--- src/rtl/mem_access_pkg.sv ---
// +----------------------------------------------------------------------+
// | mem_access_pkg                                                       |
// | Op codes, FSM state encoding, byte-enable patterns and bus helpers.  |
// | Revision: 1.0                                                        |
// +----------------------------------------------------------------------+
`default_nettype none

package mem_access_pkg;

    typedef enum logic [3:0] {
        OP_NOP = 4'd0,
        OP_LW  = 4'd1,
        OP_LH  = 4'd2,
        OP_LHU = 4'd3,
        OP_LB  = 4'd4,
        OP_LBU = 4'd5,
        OP_SW  = 4'd6,
        OP_SH  = 4'd7,
        OP_SB  = 4'd8
    } op_e;

    typedef enum logic [0:0] {
        ST_IDLE   = 1'b0,
        ST_ACCESS = 1'b1
    } state_e;

    localparam logic [3:0] c_BE_WORD    = 4'b1111;
    localparam logic [3:0] c_BE_HALF_LO = 4'b0011;
    localparam logic [3:0] c_BE_HALF_HI = 4'b1100;
    localparam logic [3:0] c_BE_BYTE0   = 4'b0001;

    function automatic logic is_load_op(input logic [3:0] op);
        logic r;
        case (op)
            OP_LW, OP_LH, OP_LHU, OP_LB, OP_LBU: r = 1'b1;
            default:                             r = 1'b0;
        endcase
        return r;
    endfunction

    function automatic logic is_store_op(input logic [3:0] op);
        logic r;
        case (op)
            OP_SW, OP_SH, OP_SB: r = 1'b1;
            default:             r = 1'b0;
        endcase
        return r;
    endfunction

    function automatic logic is_mem_op(input logic [3:0] op);
        return is_load_op(op) | is_store_op(op);
    endfunction

    // Loads mark the lanes they read with the same pattern a store of that size would use.
    function automatic logic [3:0] access_be(input logic [3:0] op, input logic [1:0] lo);
        logic [3:0] r;
        case (op)
            OP_LW, OP_SW:         r = c_BE_WORD;
            OP_LH, OP_LHU, OP_SH: r = lo[1] ? c_BE_HALF_HI : c_BE_HALF_LO;
            OP_LB, OP_LBU, OP_SB: r = c_BE_BYTE0 << lo;
            default:              r = 4'b0000;
        endcase
        return r;
    endfunction

    function automatic logic [31:0] store_wdata(input logic [3:0] op, input logic [31:0] d);
        logic [31:0] r;
        case (op)
            OP_SW:   r = d;
            OP_SH:   r = {2{d[15:0]}};
            OP_SB:   r = {4{d[7:0]}};
            default: r = 32'h0000_0000;
        endcase
        return r;
    endfunction

    function automatic logic is_misaligned(input logic [3:0] op, input logic [1:0] lo);
        logic r;
        case (op)
            OP_LW, OP_SW:         r = (lo != 2'b00);
            OP_LH, OP_LHU, OP_SH: r = lo[0];
            default:              r = 1'b0;
        endcase
        return r;
    endfunction

endpackage

`default_nettype wire

--- src/rtl/mem_access_load_ext.sv ---
// +----------------------------------------------------------------------+
// | mem_load_ext                                                         |
// | Little-endian lane select and sign/zero extension of load data.      |
// | Revision: 1.0                                                        |
// +----------------------------------------------------------------------+
`default_nettype none

module mem_load_ext
    import mem_access_pkg::*;
(
    input  logic [3:0]  i_op,
    input  logic [1:0]  i_addr_lo,
    input  logic [31:0] i_rdata,
    output logic [31:0] o_data
);

    logic [15:0] w_half;
    logic [7:0]  w_byte;

    assign w_half = i_addr_lo[1] ? i_rdata[31:16] : i_rdata[15:0];

    always_comb begin
        w_byte = 8'h00;
        case (i_addr_lo)
            2'd0:    w_byte = i_rdata[7:0];
            2'd1:    w_byte = i_rdata[15:8];
            2'd2:    w_byte = i_rdata[23:16];
            default: w_byte = i_rdata[31:24];
        endcase
    end

    always_comb begin
        o_data = 32'h0000_0000;
        case (i_op)
            OP_LW:   o_data = i_rdata;
            OP_LH:   o_data = {{16{w_half[15]}}, w_half};
            OP_LHU:  o_data = {16'h0000, w_half};
            OP_LB:   o_data = {{24{w_byte[7]}}, w_byte};
            OP_LBU:  o_data = {24'h00_0000, w_byte};
            default: o_data = 32'h0000_0000;
        endcase
    end

endmodule

`default_nettype wire

--- src/rtl/mem_access.sv ---
// +----------------------------------------------------------------------+
// | mem_access                                                           |
// | M-stage memory access unit: single-outstanding bus FSM with timeout. |
// | Optional alignment exception: define MEM_ALIGN_CHECK_EN.             |
// | Revision: 1.0                                                        |
// +----------------------------------------------------------------------+
`default_nettype none

module mem_access
    import mem_access_pkg::*;
#(
    parameter int TIMEOUT_CYC = 16
)
(
    input  logic        Clk,
    input  logic        Reset,
    input  logic [3:0]  OpE,
    input  logic [31:0] AddrE,
    input  logic [31:0] StoreDataE,
    input  logic [4:0]  A3E,
    input  logic [31:0] ALUResE,
    output logic        BusReq,
    output logic        BusWe,
    output logic [31:0] BusAddr,
    output logic [31:0] BusWData,
    output logic [3:0]  BusBe,
    input  logic        BusReady,
    input  logic [31:0] BusRData,
    output logic        StallM,
    output logic [4:0]  A3M,
    output logic [31:0] WDM,
    output logic        BusErrM,
    output logic        ExcM
);

    localparam int              CNT_W      = (TIMEOUT_CYC > 1) ? $clog2(TIMEOUT_CYC) : 1;
    localparam logic [CNT_W-1:0] c_CNT_LAST = CNT_W'((TIMEOUT_CYC > 0) ? TIMEOUT_CYC - 1 : 0);

    state_e             r_state,       w_state_nxt;
    logic               r_bus_req,     w_bus_req_nxt;
    logic               r_bus_we,      w_bus_we_nxt;
    logic [31:0]        r_bus_addr,    w_bus_addr_nxt;
    logic [31:0]        r_bus_wdata,   w_bus_wdata_nxt;
    logic [3:0]         r_bus_be,      w_bus_be_nxt;
    logic [3:0]         r_op,          w_op_nxt;
    logic [1:0]         r_addr_lo,     w_addr_lo_nxt;
    logic [4:0]         r_dest,        w_dest_nxt;
    logic [CNT_W-1:0]   r_cnt,         w_cnt_nxt;
    logic [4:0]         r_a3m,         w_a3m_nxt;
    logic [31:0]        r_wdm,         w_wdm_nxt;
    logic               r_bus_err,     w_bus_err_nxt;
    logic [31:0]        w_ld_data;
    logic               w_timeout;
    logic               w_misal;

`ifdef MEM_ALIGN_CHECK_EN
    logic               r_exc;

    assign w_misal = is_misaligned(OpE, AddrE[1:0]);

    always_ff @(posedge Clk) begin
        if (!Reset) begin
            r_exc <= 1'b0;
        end else begin
            r_exc <= (r_state == ST_IDLE) && is_mem_op(OpE) && w_misal;
        end
    end

    assign ExcM = r_exc;
`else
    assign w_misal = 1'b0;
    assign ExcM    = 1'b0;
`endif

    mem_load_ext u_load_ext (
        .i_op      (r_op),
        .i_addr_lo (r_addr_lo),
        .i_rdata   (BusRData),
        .o_data    (w_ld_data)
    );

    assign w_timeout = (TIMEOUT_CYC > 0) && (r_cnt == c_CNT_LAST);

    always_comb begin
        w_state_nxt     = r_state;
        w_bus_req_nxt   = r_bus_req;
        w_bus_we_nxt    = r_bus_we;
        w_bus_addr_nxt  = r_bus_addr;
        w_bus_wdata_nxt = r_bus_wdata;
        w_bus_be_nxt    = r_bus_be;
        w_op_nxt        = r_op;
        w_addr_lo_nxt   = r_addr_lo;
        w_dest_nxt      = r_dest;
        w_cnt_nxt       = r_cnt;
        w_a3m_nxt       = 5'd0;
        w_wdm_nxt       = 32'h0000_0000;
        w_bus_err_nxt   = 1'b0;

        case (r_state)
            ST_IDLE: begin
                w_bus_req_nxt   = 1'b0;
                w_bus_we_nxt    = 1'b0;
                w_bus_addr_nxt  = 32'h0000_0000;
                w_bus_wdata_nxt = 32'h0000_0000;
                w_bus_be_nxt    = 4'b0000;
                w_cnt_nxt       = '0;
                if (!is_mem_op(OpE)) begin
                    w_a3m_nxt = A3E;
                    w_wdm_nxt = ALUResE;
                end else if (!w_misal) begin
                    w_state_nxt     = ST_ACCESS;
                    w_bus_req_nxt   = 1'b1;
                    w_bus_we_nxt    = is_store_op(OpE);
                    w_bus_addr_nxt  = {AddrE[31:2], 2'b00};
                    w_bus_wdata_nxt = store_wdata(OpE, StoreDataE);
                    w_bus_be_nxt    = access_be(OpE, AddrE[1:0]);
                    w_op_nxt        = OpE;
                    w_addr_lo_nxt   = AddrE[1:0];
                    w_dest_nxt      = A3E;
                end
            end

            ST_ACCESS: begin
                // Completion takes priority over a timeout expiring on the same edge.
                if (BusReady || w_timeout) begin
                    w_state_nxt     = ST_IDLE;
                    w_bus_req_nxt   = 1'b0;
                    w_bus_we_nxt    = 1'b0;
                    w_bus_addr_nxt  = 32'h0000_0000;
                    w_bus_wdata_nxt = 32'h0000_0000;
                    w_bus_be_nxt    = 4'b0000;
                    w_cnt_nxt       = '0;
                    if (BusReady) begin
                        if (is_load_op(r_op)) begin
                            w_a3m_nxt = r_dest;
                            w_wdm_nxt = w_ld_data;
                        end
                    end else begin
                        w_bus_err_nxt = 1'b1;
                    end
                end else begin
                    w_cnt_nxt = r_cnt + CNT_W'(1);
                end
            end

            default: w_state_nxt = ST_IDLE;
        endcase
    end

    always_ff @(posedge Clk) begin
        if (!Reset) begin
            r_state     <= ST_IDLE;
            r_bus_req   <= 1'b0;
            r_bus_we    <= 1'b0;
            r_bus_addr  <= 32'h0000_0000;
            r_bus_wdata <= 32'h0000_0000;
            r_bus_be    <= 4'b0000;
            r_op        <= 4'd0;
            r_addr_lo   <= 2'b00;
            r_dest      <= 5'd0;
            r_cnt       <= '0;
            r_a3m       <= 5'd0;
            r_wdm       <= 32'h0000_0000;
            r_bus_err   <= 1'b0;
        end else begin
            r_state     <= w_state_nxt;
            r_bus_req   <= w_bus_req_nxt;
            r_bus_we    <= w_bus_we_nxt;
            r_bus_addr  <= w_bus_addr_nxt;
            r_bus_wdata <= w_bus_wdata_nxt;
            r_bus_be    <= w_bus_be_nxt;
            r_op        <= w_op_nxt;
            r_addr_lo   <= w_addr_lo_nxt;
            r_dest      <= w_dest_nxt;
            r_cnt       <= w_cnt_nxt;
            r_a3m       <= w_a3m_nxt;
            r_wdm       <= w_wdm_nxt;
            r_bus_err   <= w_bus_err_nxt;
        end
    end

    assign StallM   = (r_state == ST_ACCESS);
    assign BusReq   = r_bus_req;
    assign BusWe    = r_bus_we;
    assign BusAddr  = r_bus_addr;
    assign BusWData = r_bus_wdata;
    assign BusBe    = r_bus_be;
    assign A3M      = r_a3m;
    assign WDM      = r_wdm;
    assign BusErrM  = r_bus_err;

endmodule

`default_nettype wire

--- config.mk ---
export PLATFORM = sky130hd
export DESIGN_NAME = mem_access
export DESIGN_NICKNAME = d
export VERILOG_FILES = /design/src/rtl/mem_access_pkg.sv /design/src/rtl/mem_access_load_ext.sv /design/src/rtl/mem_access.sv
export SDC_FILE = /design/constraint.sdc
export NUM_CORES = 1
export LEC_CHECK = 0
export ABC_CLOCK_PERIOD_IN_PS = 3800
export CORE_MARGIN = 1.5
export CORE_UTILIZATION = 45
export CTS_BUF_LIST = sky130_fd_sc_hd__clkbuf_4
export CTS_CLUSTER_DIAMETER = 40
export DETAILED_ROUTE_END_ITERATION = 8
export PLACE_DENSITY = 0.89
export SLEW_MARGIN = 20
export SYNTH_ARGS = -nofsm -noshare
export SYNTH_HDL_FRONTEND = slang
export SYNTH_SLANG_ARGS = --single-unit
export TNS_END_PERCENT = 30
--- constraint.sdc ---
create_clock -name Clk -period 3.8 [get_ports Clk]
set_input_delay 0.38 -clock Clk [delete_from_list [all_inputs] [get_ports Clk]]
set_output_delay 0.38 -clock Clk [all_outputs]
set_load 0.02 [all_outputs]
---- Word-level counts from Yosys, hierarchy flattened ----
Cells that the tools add are included.
cells by class
  add/sub/neg operators ................... 1
  $mul .................................... 0
  divide/modulo/power cells ............... 0
  magnitude comparators ................... 0
  eq/ne operators ......................... 17
  shift-type cells ........................ 1
  multiplexer cells ....................... 42
  bitwise logic cells ..................... 2
  reduce and logical (&&, ||, !) cells .... 10
operators with widths
  operator                                             number
  two-way mux 32 bit                                   7
  case mux 32 bit (2 select lines)                     3
  case mux 32 bit (5 select lines)                     1
  case mux 32 bit (3 select lines)                     1
  equality test 4 x 3 -> 1 bit, second input constant  6
  case mux 8 bit (3 select lines)                      1
  two-way mux 5 bit                                    4
  equality test 4 x 2 -> 1 bit, second input constant  4
  two-way mux 16 bit                                   1
  two-way mux 4 bit                                    4
  case mux 4 bit (2 select lines)                      2
  two-way mux 1 bit                                    13
  case mux 4 bit (3 select lines)                      1
  case mux 5 bit (2 select lines)                      1
  OR reduction 5 bit                                   2
  OR reduction 3 bit                                   3
  equality test 4 x 1 -> 1 bit, second input constant  2
  equality test 4 bit, second input constant           2
  case mux 1 bit (2 select lines)                      3
  adder 4 x 1 -> 4 bit, second input constant          1
  << shifter 1 x 2 -> 4 bit, first input constant      1
  AND reduction 3 bit                                  1
  equality test 2 x 1 -> 1 bit, second input constant  1
  equality test 2 bit, second input constant           1
  7 further kinds                                      7
word-level totals
  register bits ........................... 124
  bits in latches ......................... 0
  bits in writable memories ............... 0
  bits in read-only memories .............. 0
  bits of input ports ..................... 140
  output and inout port bits .............. 110
  logic and storage cells ................. 86
  memories kept ........................... 0

---- Longest topological paths before layout ----
Gate-level depths: netlist of run 1.
  word-level depth ........................ 10
  mapped depth ............................ 8
  mapped depth without buffers ............ 5

---- Modules after synthesis ----
A second synthesis of run 1 with hierarchy kept.
unflattened totals
  cells, all modules ...................... 496
  area, all modules ....................... 5044.8 um^2
by module, submodules not included
  module        times used  cells each  area each (um^2)  sequential area each (um^2)
  mem_access    1           411         4383.0            2442.3
  mem_load_ext  1           85          661.9             0.0

---- Least setup slack after synthesis of run 1 ----
OpenSTA, ideal clock, no wires.
  path kind ............................... input to register
  from .................................... input OpE[0]
  to ...................................... register r_bus_be[2] (netlist: BusBe[2])
  library setup time ...................... 0.122 ns
  arrival ................................. 1.893 ns
  data required time ...................... 3.678 ns
  slack ................................... 1.785 ns
  cell stages on the path ................. 7
  path buffers ............................ 3
  cell sequence ........................... buf_6 or4_4 buf_6 and3_4 buf_6 and3_1 a221o_1
between the ends
  word-level cells in the longest chain between the ends .. 7
  elaborated cells on any way between the ends .. 21
  those cells by class .................... 8 x eq/ne; 7 x mux; 1 x bitwise; 5 x reduce/logical
ends and longest elaborated chain
  item                                                             RTL line                                    source
  from (decl)                                                      mem_access.sv:17                            input logic [3:0] OpE,
  equality test 4 x 3 -> 1 bit, or another cell as far along       mem_access_pkg.sv:34, mem_access_pkg.sv:57
  OR reduction 5 bit / OR reduction 3 bit (equally long branches)  mem_access_pkg.sv:34, mem_access_pkg.sv:43
  two-way mux 1 bit, on equally long branches                      mem_access_pkg.sv:34, mem_access_pkg.sv:43
  two-way mux 1 bit                                                mem_access.sv:99                            case (r_state)
  OR 1 bit                                                         mem_access_pkg.sv:51                        return is_load_op(op) | is_store_op(op);
  two-way mux 4 bit (*)                                            mem_access.sv:107                           if (!is_mem_op(OpE)) begin
  case mux 4 bit (2 select lines) (*)                              mem_access.sv:99
  to (signal assigned)                                             mem_access.sv:171                           r_bus_be <= w_bus_be_nxt;
  to (decl)                                                        mem_access.sv:44                            logic [3:0] r_bus_be, w_bus_be_nxt;
Every way passes the cells marked *; elsewhere a longest branch is shown, timed or not. The select of a mux whose other input is x is not followed.
A chain may end at the register's enable or synchronous reset.

---- Worst setup path after layout of run 1 ----
  from .................................... register r_addr_lo[1]
  to ...................................... register r_wdm[28] (netlist: WDM[28])
between the ends
  word-level cells in the longest chain between the ends .. 7
  elaborated cells on any way between the ends .. 10
  those cells by class .................... 2 x eq/ne; 7 x mux; 1 x reduce/logical
ends and longest elaborated chain
  item                                               RTL line                   source
  from (decl)                                        mem_access.sv:46           logic [1:0] r_addr_lo, w_addr_lo_nxt;
  from (signal assigned)                             mem_access.sv:173          r_addr_lo <= w_addr_lo_nxt;
  equality test 2 bit, or another cell as far along  mem_access_load_ext.sv:24  case (i_addr_lo)
  case mux 8 bit (3 select lines)                    mem_access_load_ext.sv:24
  case mux 32 bit (5 select lines) (*)               mem_access_load_ext.sv:34  case (i_op)
  two-way mux 32 bit (*)                             mem_access.sv:134          if (is_load_op(r_op)) begin
  two-way mux 32 bit (*)                             mem_access.sv:133          if (BusReady) begin
  two-way mux 32 bit (*)                             mem_access.sv:125          if (BusReady || w_timeout) begin
  case mux 32 bit (2 select lines) (*)               mem_access.sv:99
  to (signal assigned)                               mem_access.sv:177          r_wdm <= w_wdm_nxt;
  to (decl)                                          mem_access.sv:50           logic [31:0] r_wdm, w_wdm_nxt;
Every way passes the cells marked *; elsewhere a longest branch is shown, timed or not.

==> results of run 1 <==
[placed cells by master, fill, tap and decap left out, types with 2 or more instances in the layout]
master	Yosys	layout
a211oi_1	7	7
a21oi_1	21	21
a221o_1	26	26
a22o_1	46	46
a22oi_1	17	17
a2bb2oi_1	8	8
a311oi_1	7	7
and2_1	3	3
and3_1	9	8
and3b_1	2	2
buf_4	5	7
clkbuf_4	0	23
clkdlybuf4s50_1	0	246
clkinv_2	0	3
conb_1	1	3
dfxtp_1	122	122
inv_1	13	13
mux2i_1	20	20
nand2_1	46	46
nand2b_1	3	3
nand3_1	10	10
nand3b_1	4	4
nand4_1	2	2
nor2_1	30	29
nor2_2	2	3
nor2b_1	4	3
nor3_1	2	2
o21ai_0	32	32
o22ai_1	7	7
o31ai_1	2	2
or3_1	2	2
xnor2_1	2	2
[report_power, final]
group / internal, uW / total (uW) / switching [uW]
sequential: 1330 / 1370 / 39.2
combinational: 293 / 543 / 250
clock: 282 / 723 / 440
total: 1910 / 2640 / 729
[sequential cells by signal (all words and copies together) (netlist names), 2 cells and up]
signal and flops:
WDM 32, r_dest 5, BusBe 4, A3M 5
r_op 4, BusWData 32, BusAddr 30, r_cnt 4
r_addr_lo 2
[through the flow]
| step | worst slack [ns] | cells |
|---|---|---|
| after global placement | 1.23 | 868 |
| after floorplan | 1.79 | 520 |
| after CTS | 1.57 | 896 |
| final | 1.50 | 896 |
| after detailed placement | 1.03 | 868 |
| after global routing | 1.48 | 896 |
[cell type report]
class,instances,area (sq um),share of cell area
Clock inverter,5,26.3,0.00341
Inverter,13,48.8,0.00634
Clock buffer,23,173,0.0224
Tap cell,140,175,0.0228
Sequential cell,122,2440,0.317
Multi-Input combinational cell,339,2300,0.298
Timing Repair Buffer,254,2530,0.329
[per-layer routing]
layer	vias to the layer above	GRT usage	wire length, um
li1	2393	-	-
met1	2343	0.315	6230
met2	361	0.465	7870
met3	50	0.0862	1770
met4	0	0.133	619
met5	-	0	0
[worst paths after layout]
| kind | from | slack [ns] | cells after the start | to |
|---|---|---|---|---|
| worst max-delay path | r_addr_lo[1]$_SDFFE_PN0P_ | 1.50 | 4 | WDM[28]$_SDFF_PN0_ |
| worst min-delay path | AddrE[29] | 0.44 | 2 | BusAddr[29]$_SDFFE_PN0P_ |
| worst max register to register | r_addr_lo[1]$_SDFFE_PN0P_ | 1.50 | 4 | WDM[28]$_SDFF_PN0_ |
| worst min register to register | r_cnt[0]$_SDFF_PP0_ | 0.46 | 1 | r_cnt[0]$_SDFF_PP0_ |
[logic make-up after synthesis]
| kind of cell | Yosys count | share of synthesized area |
|---|---|---|
| AOI/OAI and AO/OA | 182 | 0.277 |
| xor gates and xnor gates | 2 | 0.00351 |
| adders and majority gates | 1 | 0.00251 |
| buffers and inverters | 59 | 0.0542 |
| DFF | 122 | 0.490 |
| muxes | 20 | 0.0402 |
| other | 1 | 0.000752 |
| and+or+nand+nor | 131 | 0.132 |
==> results.py, run 1 <==
metrics = {
    "pwr": {
        "worst_ir_drop_vdd_uv": 246,
        "power_uw": 2640,
        "power_density_nw_per_um2": 343,
        "leakagePower_uw": 0.00290,
    },
    "detailed_routing": {
        "route.detailed.wl_per_inst_um": 18.4,
        "vias": 5147,
        "post-route-drc-count": 0,
        "routed_wl_mm": 16.5,
        "via_per_inst": 5.74,
        "postRouteAntennaNets": 0,
        "dr.pass1.iters": 5,
        "drt-initial-drc-count": 400,
    },
    "sta": {
        "skew_ns": 0.0173,
        "finalSetupViolCount": 0,
        "slew-limit-headroom": 0.329,
        "setup_tns_ns": 0,
        "post-route-min-period_ns": 2.30,
        "tightest_slew_ns": 0.999,
        "finalHoldViolCount": 0,
        "fmax_mhz": 435,
        "rsz0062_at_grt": "no",
        "fin_crit_sh": 0.605,
        "hold_slack_ns": 0.443,
        "slew_viol_final": 0,
    },
    "setup_path": {
        "cp.arrival_ns": 2.76,
        "crit_type": "flip-flop to flip-flop",
        "path_delay_family": "compound AO/OA/AOI/OAI gates",
        "cp_max_fo": 16,
        "crit_buf_inv": 0,
        "required_ns": 4.26,
        "start_kind": "flip-flop",
        "slowest_stage": "dfxtp_1",
        "cp-end-kind": "flip-flop",
        "cpPeakStageDelay_ns": 0.78,
        "worstPathCellList": "mux2i_1, nor4b_1, o2111a_1, a221o_1",
    },
    "clock_tree": {
        "clk_pin_slew_ns": 0.11,
        "clockRootBuffer": "clkbuf_4",
        "cts.sinks": 122,
        "worstSkewPairLatency_ns": 0.52,
        "holdBufCountCts": 0,
        "htreeDepth": 4,
        "post_cts_resized": 0,
        "cts_buffer_depth": 2,
        "cts_tree": "built",
        "cts_buffers": 17,
        "postCtsSetupRepairBufs": 0,
    },
    "synthesis": {
        "ys_ff_latch": 122,
        "synthCells": 518,
        "synth_edf_count": 0,
        "synth_area_leaders": "dfxtp_1 49%, a22o_1 8.1%, a221o_1 5.2%, mux2i_1 4.0%, nand2_1 3.5%",
        "ys.flop_type": "dfxtp_1",
        "ys_types": 55,
        "yosysMostFrequentCell": "dfxtp_1",
        "ys_warn_count": 0,
        "synthArstFlopShare": 0,
        "syn-mean-instance-area_sq_um": 9.62,
        "synthTopCellsByCount": "122 x dfxtp_1, 46 x a22o_1, 46 x nand2_1",
        "syn_area_sq_um": 4980,
        "synth_top_cell_by_area": "dfxtp_1",
        "ys_seq_area_frac": 0.490,
        "synth_top_area_frac": 0.490,
    },
    "final_layout": {
        "fin_area_sq_um": 7700,
        "area_delta_synth_final_pct": 54.4,
        "nFillCells": 799,
        "drive_above_1_share": 0.0595,
        "nets": 888,
        "n_antenna_cell": 0,
        "final_core_util": 0.710,
    },
    "floorplan": {
        "io_pins": 250,
        "die_x_um": 108,
        "initial_core_util": 0.460,
        "fp-row-count": 38,
        "die_h_um": 108,
        "dieArea_sq_um": 11700,
        "core_area_sq_um": 10800,
    },
    "grt": {
        "grt_first_pass_wirelength_mm": 24.6,
        "grt_overflow": 0,
        "antenna_found_initial": 0,
        "grt_pass1_vias": 4825,
        "grt_usage": 0.275,
        "grt_max_degree": 43,
    },
    "flow_run": {
        "drv_cap": 0,
    },
    "outcome": {
        "run_status": "finished, final reports clean",
    },
    "placed_design": {
        "place.gp.congestion": 0.931,
        "place_area_sq_um": 7490,
        "io_buffers": 246,
        "dp_hpwl_mm": 12.4,
    },
    "worst_hold_path": {
        "min-delay-path-class": "input pin to flip-flop",
    },
}
(Power assumes the default switching activity.)
==> run 2, diff against run 1 <==
--- a/config.mk
+++ b/config.mk
@@ -5,13 +5,13 @@
 export SDC_FILE = /design/constraint.sdc
 export NUM_CORES = 1
 export LEC_CHECK = 0
-export ABC_CLOCK_PERIOD_IN_PS = 3800
+export ABC_CLOCK_PERIOD_IN_PS = 2100
 export CORE_MARGIN = 1.5
-export CORE_UTILIZATION = 45
+export CORE_UTILIZATION = 37
 export CTS_BUF_LIST = sky130_fd_sc_hd__clkbuf_4
 export CTS_CLUSTER_DIAMETER = 40
 export DETAILED_ROUTE_END_ITERATION = 8
-export PLACE_DENSITY = 0.89
+export PLACE_DENSITY = 0.78
 export SLEW_MARGIN = 20
 export SYNTH_ARGS = -nofsm -noshare
 export SYNTH_HDL_FRONTEND = slang
==> constraint.sdc (replaced) <==
create_clock -name Clk -period 2.1 [get_ports Clk]
set_input_delay 0.21 -clock Clk [delete_from_list [all_inputs] [get_ports Clk]]
set_output_delay 0.21 -clock Clk [all_outputs]
set_load 0.02 [all_outputs]
==> run 2 against run 1 <==
Net effect: worst setup slack worse by 1.4 ns; utilization fell by 9.7 points; sequential cell count stayed put; sequential share of layout area decreased by 1.5 points; clock-buffer cell count shrank 4; clock skew decreased by 0.0039 ns; cell count rose by 8.1%; die area grew 21%; critical path type unchanged.
==> results.py, run 2 (synthesized netlist as in run 1, its figures left out) <==
metrics = {
    "clock_tree": {
        "worstSkewPairLatency_ns": 0.53,
        "cts_buffers": 17,
        "clockRootBuffer": "clkbuf_4",
        "htreeDepth": 4,
        "holdBufCountCts": 0,
        "cts_buffer_depth": 2,
        "clk_pin_slew_ns": 0.11,
        "cts.sinks": 122,
        "postCtsSetupRepairBufs": 0,
        "post_cts_resized": 0,
        "cts_tree": "built",
    },
    "detailed_routing": {
        "routed_wl_mm": 17.2,
        "dr.pass1.iters": 6,
        "via_per_inst": 5.42,
        "post-route-drc-count": 0,
        "dr_wl_met2_mm": 8.49,
        "vias": 5249,
        "wl_met1_mm": 6.65,
        "routed.top_layer": "met4",
        "wl_met3_mm": 1.65,
        "postRouteAntennaNets": 0,
        "drt-initial-drc-count": 312,
        "route.detailed.wl_per_inst_um": 17.7,
    },
    "placed_design": {
        "io_buffers": 246,
        "dp_slack_ns": -0.128,
        "dp_cells": 937,
        "place.gp.congestion": 0.918,
        "dp_hpwl_mm": 13.1,
    },
    "sta": {
        "rsz0062_at_grt": "no",
        "finalSetupViolCount": 0,
        "post-route-min-period_ns": 1.96,
        "fin_crit_sh": 0.932,
        "hold_slack_ns": 0.256,
        "worst_slack_ns": 0.143,
        "tightest_slew_ns": 0.622,
        "fmax_mhz": 511,
        "finalHoldViolCount": 0,
        "slew-limit-headroom": 0.585,
        "skew_ns": 0.0134,
        "slew_viol_final": 0,
    },
    "pwr": {
        "leakagePower_uw": 0.00309,
        "worst_ir_drop_vdd_uv": 306,
        "power_density_nw_per_um2": 621,
        "power_uw": 5020,
    },
    "worst_hold_path": {
        "min-delay-path-class": "input pin to flip-flop",
    },
    "flow_run": {
        "drv_cap": 0,
    },
    "grt": {
        "grt_pass1_vias": 5153,
        "grt_first_pass_wirelength_mm": 26.7,
        "antenna_found_initial": 0,
        "grt_max_degree": 36,
        "grt_usage": 0.242,
        "grt_overflow": 0,
    },
    "setup_path": {
        "required_ns": 2.58,
        "crit_type": "flip-flop to flip-flop",
        "path_delay_family": "simple AND/OR/NAND/NOR gates",
        "cp-end-kind": "flip-flop",
        "start_kind": "flip-flop",
        "cpPeakStageDelay_ns": 0.73,
        "cp.arrival_ns": 2.44,
        "crit_buf_inv": 0,
        "slowest_stage": "or4b_2",
        "cp_max_fo": 8,
        "worstPathCellList": "or4b_2, o22ai_1, and4b_1, a221o_1",
        "rrSetupSlack_ns": 0.14,
    },
    "outcome": {
        "run_status": "finished, final reports clean",
    },
    "floorplan": {
        "die_h_um": 119,
        "die_x_um": 119,
        "io_pins": 250,
        "core_area_sq_um": 13200,
        "initial_core_util": 0.378,
        "fp-row-count": 42,
        "dieArea_sq_um": 14200,
    },
    "final_layout": {
        "fin_cells": 969,
        "n_antenna_cell": 0,
        "drive_above_1_share": 0.0984,
        "mostFrequentLayoutCell": "clkdlybuf4s50_1",
        "area_delta_synth_final_pct": 62.2,
        "layout_common_cells": "246 x clkdlybuf4s50_1, 122 x dfxtp_1, 46 x nand2_1, 46 x a22o_1, 36 x buf_4",
        "nets": 921,
    },
}
-- run 2: through the flow --
stage               instance area, sq um   util  setup TNS [ns]
finish                              8090  0.613               0
detailed placement                  7840  0.594           -4.00
floorplan                           4990      -               0
global route                        8090  0.613               0
CTS                                 8090  0.613               0
global placement                    7840  0.594           -1.55
-- run 2: worst paths after layout --
path | end | cells after the start | start
worst max-delay path | WDM[14]$_SDFF_PN0_ | 4 | r_addr_lo[0]$_SDFFE_PN0P_
worst min-delay path | WDM[7]$_SDFF_PN0_ | 3 | ALUResE[7]
worst max register to register | WDM[14]$_SDFF_PN0_ | 4 | r_addr_lo[0]$_SDFFE_PN0P_
worst min register to register | BusWe$_SDFFE_PN0P_ | 2 | BusWe$_SDFFE_PN0P_
-- run 2: cell type report --
type                       count  area [sq um]
inverter                      13          48.8
sequential                   122          2440
timing repair buffer         287          2830
clock buffer                  19           143
tap                          176           220
clock inverter                13           105
fill                        1107          5100
multi-input combinational    339          2290
-- run 2: worst reg2reg max path: cells and delay by family, from the launching register on --
| kind | cells | cell delay (ns) |
|---|---|---|
| compound gates | 2 | 0.36 |
| flops | 1 | 0.39 |
| simple gates | 2 | 1.17 |
-- run 2: per-layer routing --
layer | vias up | track usage
met3 | 33 | 0.0939
met1 | 2469 | 0.269
met5 | - | 0
li1 | 2467 | -
met4 | 0 | 0.0926
met2 | 280 | 0.416
-- run 2: where the power goes --
group	leakage [uW]	total (uW)	switching, uW	internal [uW]
clock	0.000131	1490	894	598
sequential	0.000994	2470	52.0	2410
combinational	0.00197	1060	482	582
total	0.00309	5020	1430	3590
==> run 3, diff against run 2 <==
--- a/config.mk
+++ b/config.mk
@@ -5,13 +5,14 @@
 export SDC_FILE = /design/constraint.sdc
 export NUM_CORES = 1
 export LEC_CHECK = 0
+export ABC_AREA = 1
 export ABC_CLOCK_PERIOD_IN_PS = 2100
 export CORE_MARGIN = 1.5
-export CORE_UTILIZATION = 37
+export CORE_UTILIZATION = 39
 export CTS_BUF_LIST = sky130_fd_sc_hd__clkbuf_4
 export CTS_CLUSTER_DIAMETER = 40
 export DETAILED_ROUTE_END_ITERATION = 8
-export PLACE_DENSITY = 0.78
+export PLACE_DENSITY = 0.8
 export SLEW_MARGIN = 20
 export SYNTH_ARGS = -nofsm -noshare
 export SYNTH_HDL_FRONTEND = slang
==> run 3 against run 2 <==
Net effect: via count rose by 13%; non-clock buffer count decreased by 21; synthesized cell count is 49% higher; sequential cell count did not move; clock-buffer cell count stayed put; sequential share of layout area fell by 0.62 points; final area up 2.1%; clock skew increased by 0.0051 ns; largest cell class unchanged.
==> results.py, run 3 <==
metrics = {
    "final_layout": {
        "mostFrequentLayoutCell": "nand2_1",
        "area_delta_synth_final_pct": 53.5,
        "multi_input_area_sq_um": 2530,
        "layout_common_cells": "267 x nand2_1, 245 x clkdlybuf4s50_1, 122 x dfxtp_1",
        "n_antenna_cell": 0,
        "nets": 1154,
        "drive_above_1_share": 0.0615,
        "nFillCells": 1253,
        "final_core_util": 0.618,
        "fin_area_sq_um": 8260,
        "regArea_sq_um": 2440,
    },
    "synthesis": {
        "synth_top_area_frac": 0.454,
        "synthCells": 770,
        "ys.flop_type": "dfxtp_1",
        "synthArstFlopShare": 0,
        "synth_edf_count": 0,
        "ys_types": 31,
        "synth_top_cell_by_area": "dfxtp_1",
        "yosysMostFrequentCell": "nand2_1",
        "synth_area_leaders": "dfxtp_1 45%, nand2_1 19%, a21oi_1 8.1%, nand3_1 7.6%, o21ai_0 4.9%",
        "ys_warn_count": 0,
        "synthTopCellsByCount": "267 x nand2_1, 122 x dfxtp_1, 87 x a21oi_1",
        "syn_area_sq_um": 5380,
        "ys_seq_area_frac": 0.454,
        "syn-mean-instance-area_sq_um": 6.98,
        "ys_ff_latch": 122,
    },
    "grt": {
        "antenna_found_initial": 0,
        "grt_max_degree": 61,
        "grt_overflow": 0,
        "grt_usage": 0.247,
        "grt_pass1_vias": 5713,
        "grt_first_pass_wirelength_mm": 28.2,
    },
    "worst_hold_path": {
        "min_delay_worst_endpoint": "BusAddr[3]$_SDFFE_PN0P_",
        "min-delay-path-class": "input pin to flip-flop",
        "hold_depth": 3,
        "hp-start": "AddrE[3]",
    },
    "pwr": {
        "swShare": 0.308,
        "comb_power_share": 0.233,
        "pwr-share-seq": 0.476,
        "power_density_nw_per_um2": 629,
        "p_switching_uw": 1600,
        "leakagePower_uw": 0.00347,
        "clkPwrFrac": 0.291,
        "p_int_uw": 3590,
        "worst_ir_drop_vdd_uv": 428,
    },
    "sta": {
        "fmax_mhz": 536,
        "rsz0062_at_grt": "no",
        "tightest_slew_ns": 0.528,
        "hold_slack_ns": 0.207,
        "setup_tns_ns": 0,
        "finalSetupViolCount": 0,
        "post-route-min-period_ns": 1.86,
        "skew_ns": 0.0184,
        "worst_slack_ns": 0.236,
        "fin_crit_sh": 0.888,
        "slew-limit-headroom": 0.647,
        "finalHoldViolCount": 0,
        "slew_viol_final": 0,
    },
    "setup_path": {
        "worstPathCellList": "clkdlybuf4s50_1",
        "cpPeakStageDelay_ns": 0.67,
        "cp.arrival_ns": 1.65,
        "slowest_stage": "clkdlybuf4s50_1",
        "r2r-end": "WDM[27]$_SDFF_PN0_",
        "crit_buf_inv": 1,
        "path_delay_family": "buffers and inverters",
        "cp-end-kind": "primary output",
        "required_ns": 1.89,
        "cp.depth": 1,
        "crit_type": "flip-flop to primary output",
        "r2r-start": "r_op[2]$_SDFFE_PN0P_",
        "rrSetupSlack_ns": 0.42,
        "rr_worst_depth": 7,
        "cp_max_fo": 4,
        "start_kind": "flip-flop",
    },
    "floorplan": {
        "fp-row-count": 42,
        "io_pins": 250,
        "die_h_um": 120,
        "die_x_um": 120,
        "initial_core_util": 0.403,
        "core_area_sq_um": 13300,
        "dieArea_sq_um": 14500,
    },
    "placed_design": {
        "io_buffers": 246,
        "place.gp.congestion": 0.861,
        "dp_hpwl_mm": 13.2,
        "dp_slack_ns": 0.0424,
        "place_area_sq_um": 8000,
    },
    "clock_tree": {
        "cts_tree": "built",
        "worstSkewPairLatency_ns": 0.55,
        "cts_buffer_depth": 2,
        "htreeDepth": 4,
        "cts_buffers": 17,
        "cts.sinks": 122,
        "postCtsSetupRepairBufs": 0,
        "clk_pin_slew_ns": 0.12,
        "clockRootBuffer": "clkbuf_4",
    },
    "outcome": {
        "run_status": "finished, final reports clean",
    },
    "detailed_routing": {
        "drt-initial-drc-count": 349,
        "route.detailed.wl_per_inst_um": 14.8,
        "dr.pass1.iters": 5,
        "post-route-drc-count": 0,
        "vias": 5927,
        "via_per_inst": 4.94,
        "postRouteAntennaNets": 0,
        "routed_wl_mm": 17.8,
    },
    "flow_run": {
        "drv_cap": 0,
    },
}
[run 3: cell count changes after synthesis, moves of 13 or more]
| cell | change |
|---|---|
| nand2_1 | +221 |
| a221o_1 | -26 |
| clkbuf_1 | -22 |
| buf_2 | +13 |
| nand3_1 | +72 |
| o21ai_0 | +21 |
| a22o_1 | -46 |
| a21oi_1 | +66 |
| mux2i_1 | -20 |
| inv_1 | +27 |
[run 3: repair_timing]
item                                    in CTS  in global routing
endpoints found under the hold margin        6                  0
endpoints found under the setup margin       0                  0
hold buffers                                 1                  0
resized for setup                            0                  0
[run 3: cells by family after synthesis]
group	Yosys count	share of synthesized area
adder cells (fa/ha/maj)	1	0.00233
buffers and inverters	90	0.0770
XOR/XNOR	2	0.00326
AO/OA/AOI/OAI	159	0.155
other	1	0.000697
AND/OR/NAND/NOR	395	0.308
flip-flops	122	0.454
[run 3: routing by layer]
metal  up-vias  track usage  part of all wire
met3        21       0.0986              0.11
met5         -            0                 0
met2       257        0.431              0.48
met4         0       0.0706             0.016
met1      2657        0.278              0.39
li1       2992            -                 -
[run 3: worst max path at each step]
stage                            from                  endpoint
floorplan           StallM$_SDFF_PN0_  BusAddr[11]$_SDFFE_PN0P_
global placement               OpE[2]    r_dest[4]$_SDFFE_PN0P_
detailed placement             OpE[2]    r_dest[3]$_SDFFE_PN0P_
CTS                 StallM$_SDFF_PN0_                    StallM
global route        StallM$_SDFF_PN0_                    StallM
finish              StallM$_SDFF_PN0_                    StallM
[run 3: through the flow]
step / std cells / total power (uW)
after floorplan: 772 / 3130
after global placement: 1169 / 3720
after detailed placement: 1169 / 3730
after CTS: 1201 / 5230
after global routing: 1201 / 5450
final: 1201 / 5190
[run 3: worst reg2reg max path, delay by kind of cell (launching register included)]
family	cells	cell delay [ns]
simple gates	6	1.06
flops	1	0.37
compound gates	1	0.17
[run 3: layout make-up]
cell class,count,share of cell area
clock buffers,19,0.0173
multi-input cells,560,0.306
flip-flops and latches,122,0.296
repair buffers,266,0.321
well taps,176,0.0267
clock inverters,12,0.0123
inverters,46,0.0209
[run 3: power by group through the flow]
stage / clock [uW] / sequential (uW) / combinational [uW]
6_report: 1510 / 2470 / 1210
5_1_grt: 1640 / 2480 / 1320
4_1_cts: 1550 / 2470 / 1220
3_5_place_dp: 0 / 2520 / 1210
3_3_place_gp: 0 / 2520 / 1200
2_1_floorplan: 0 / 2630 / 503
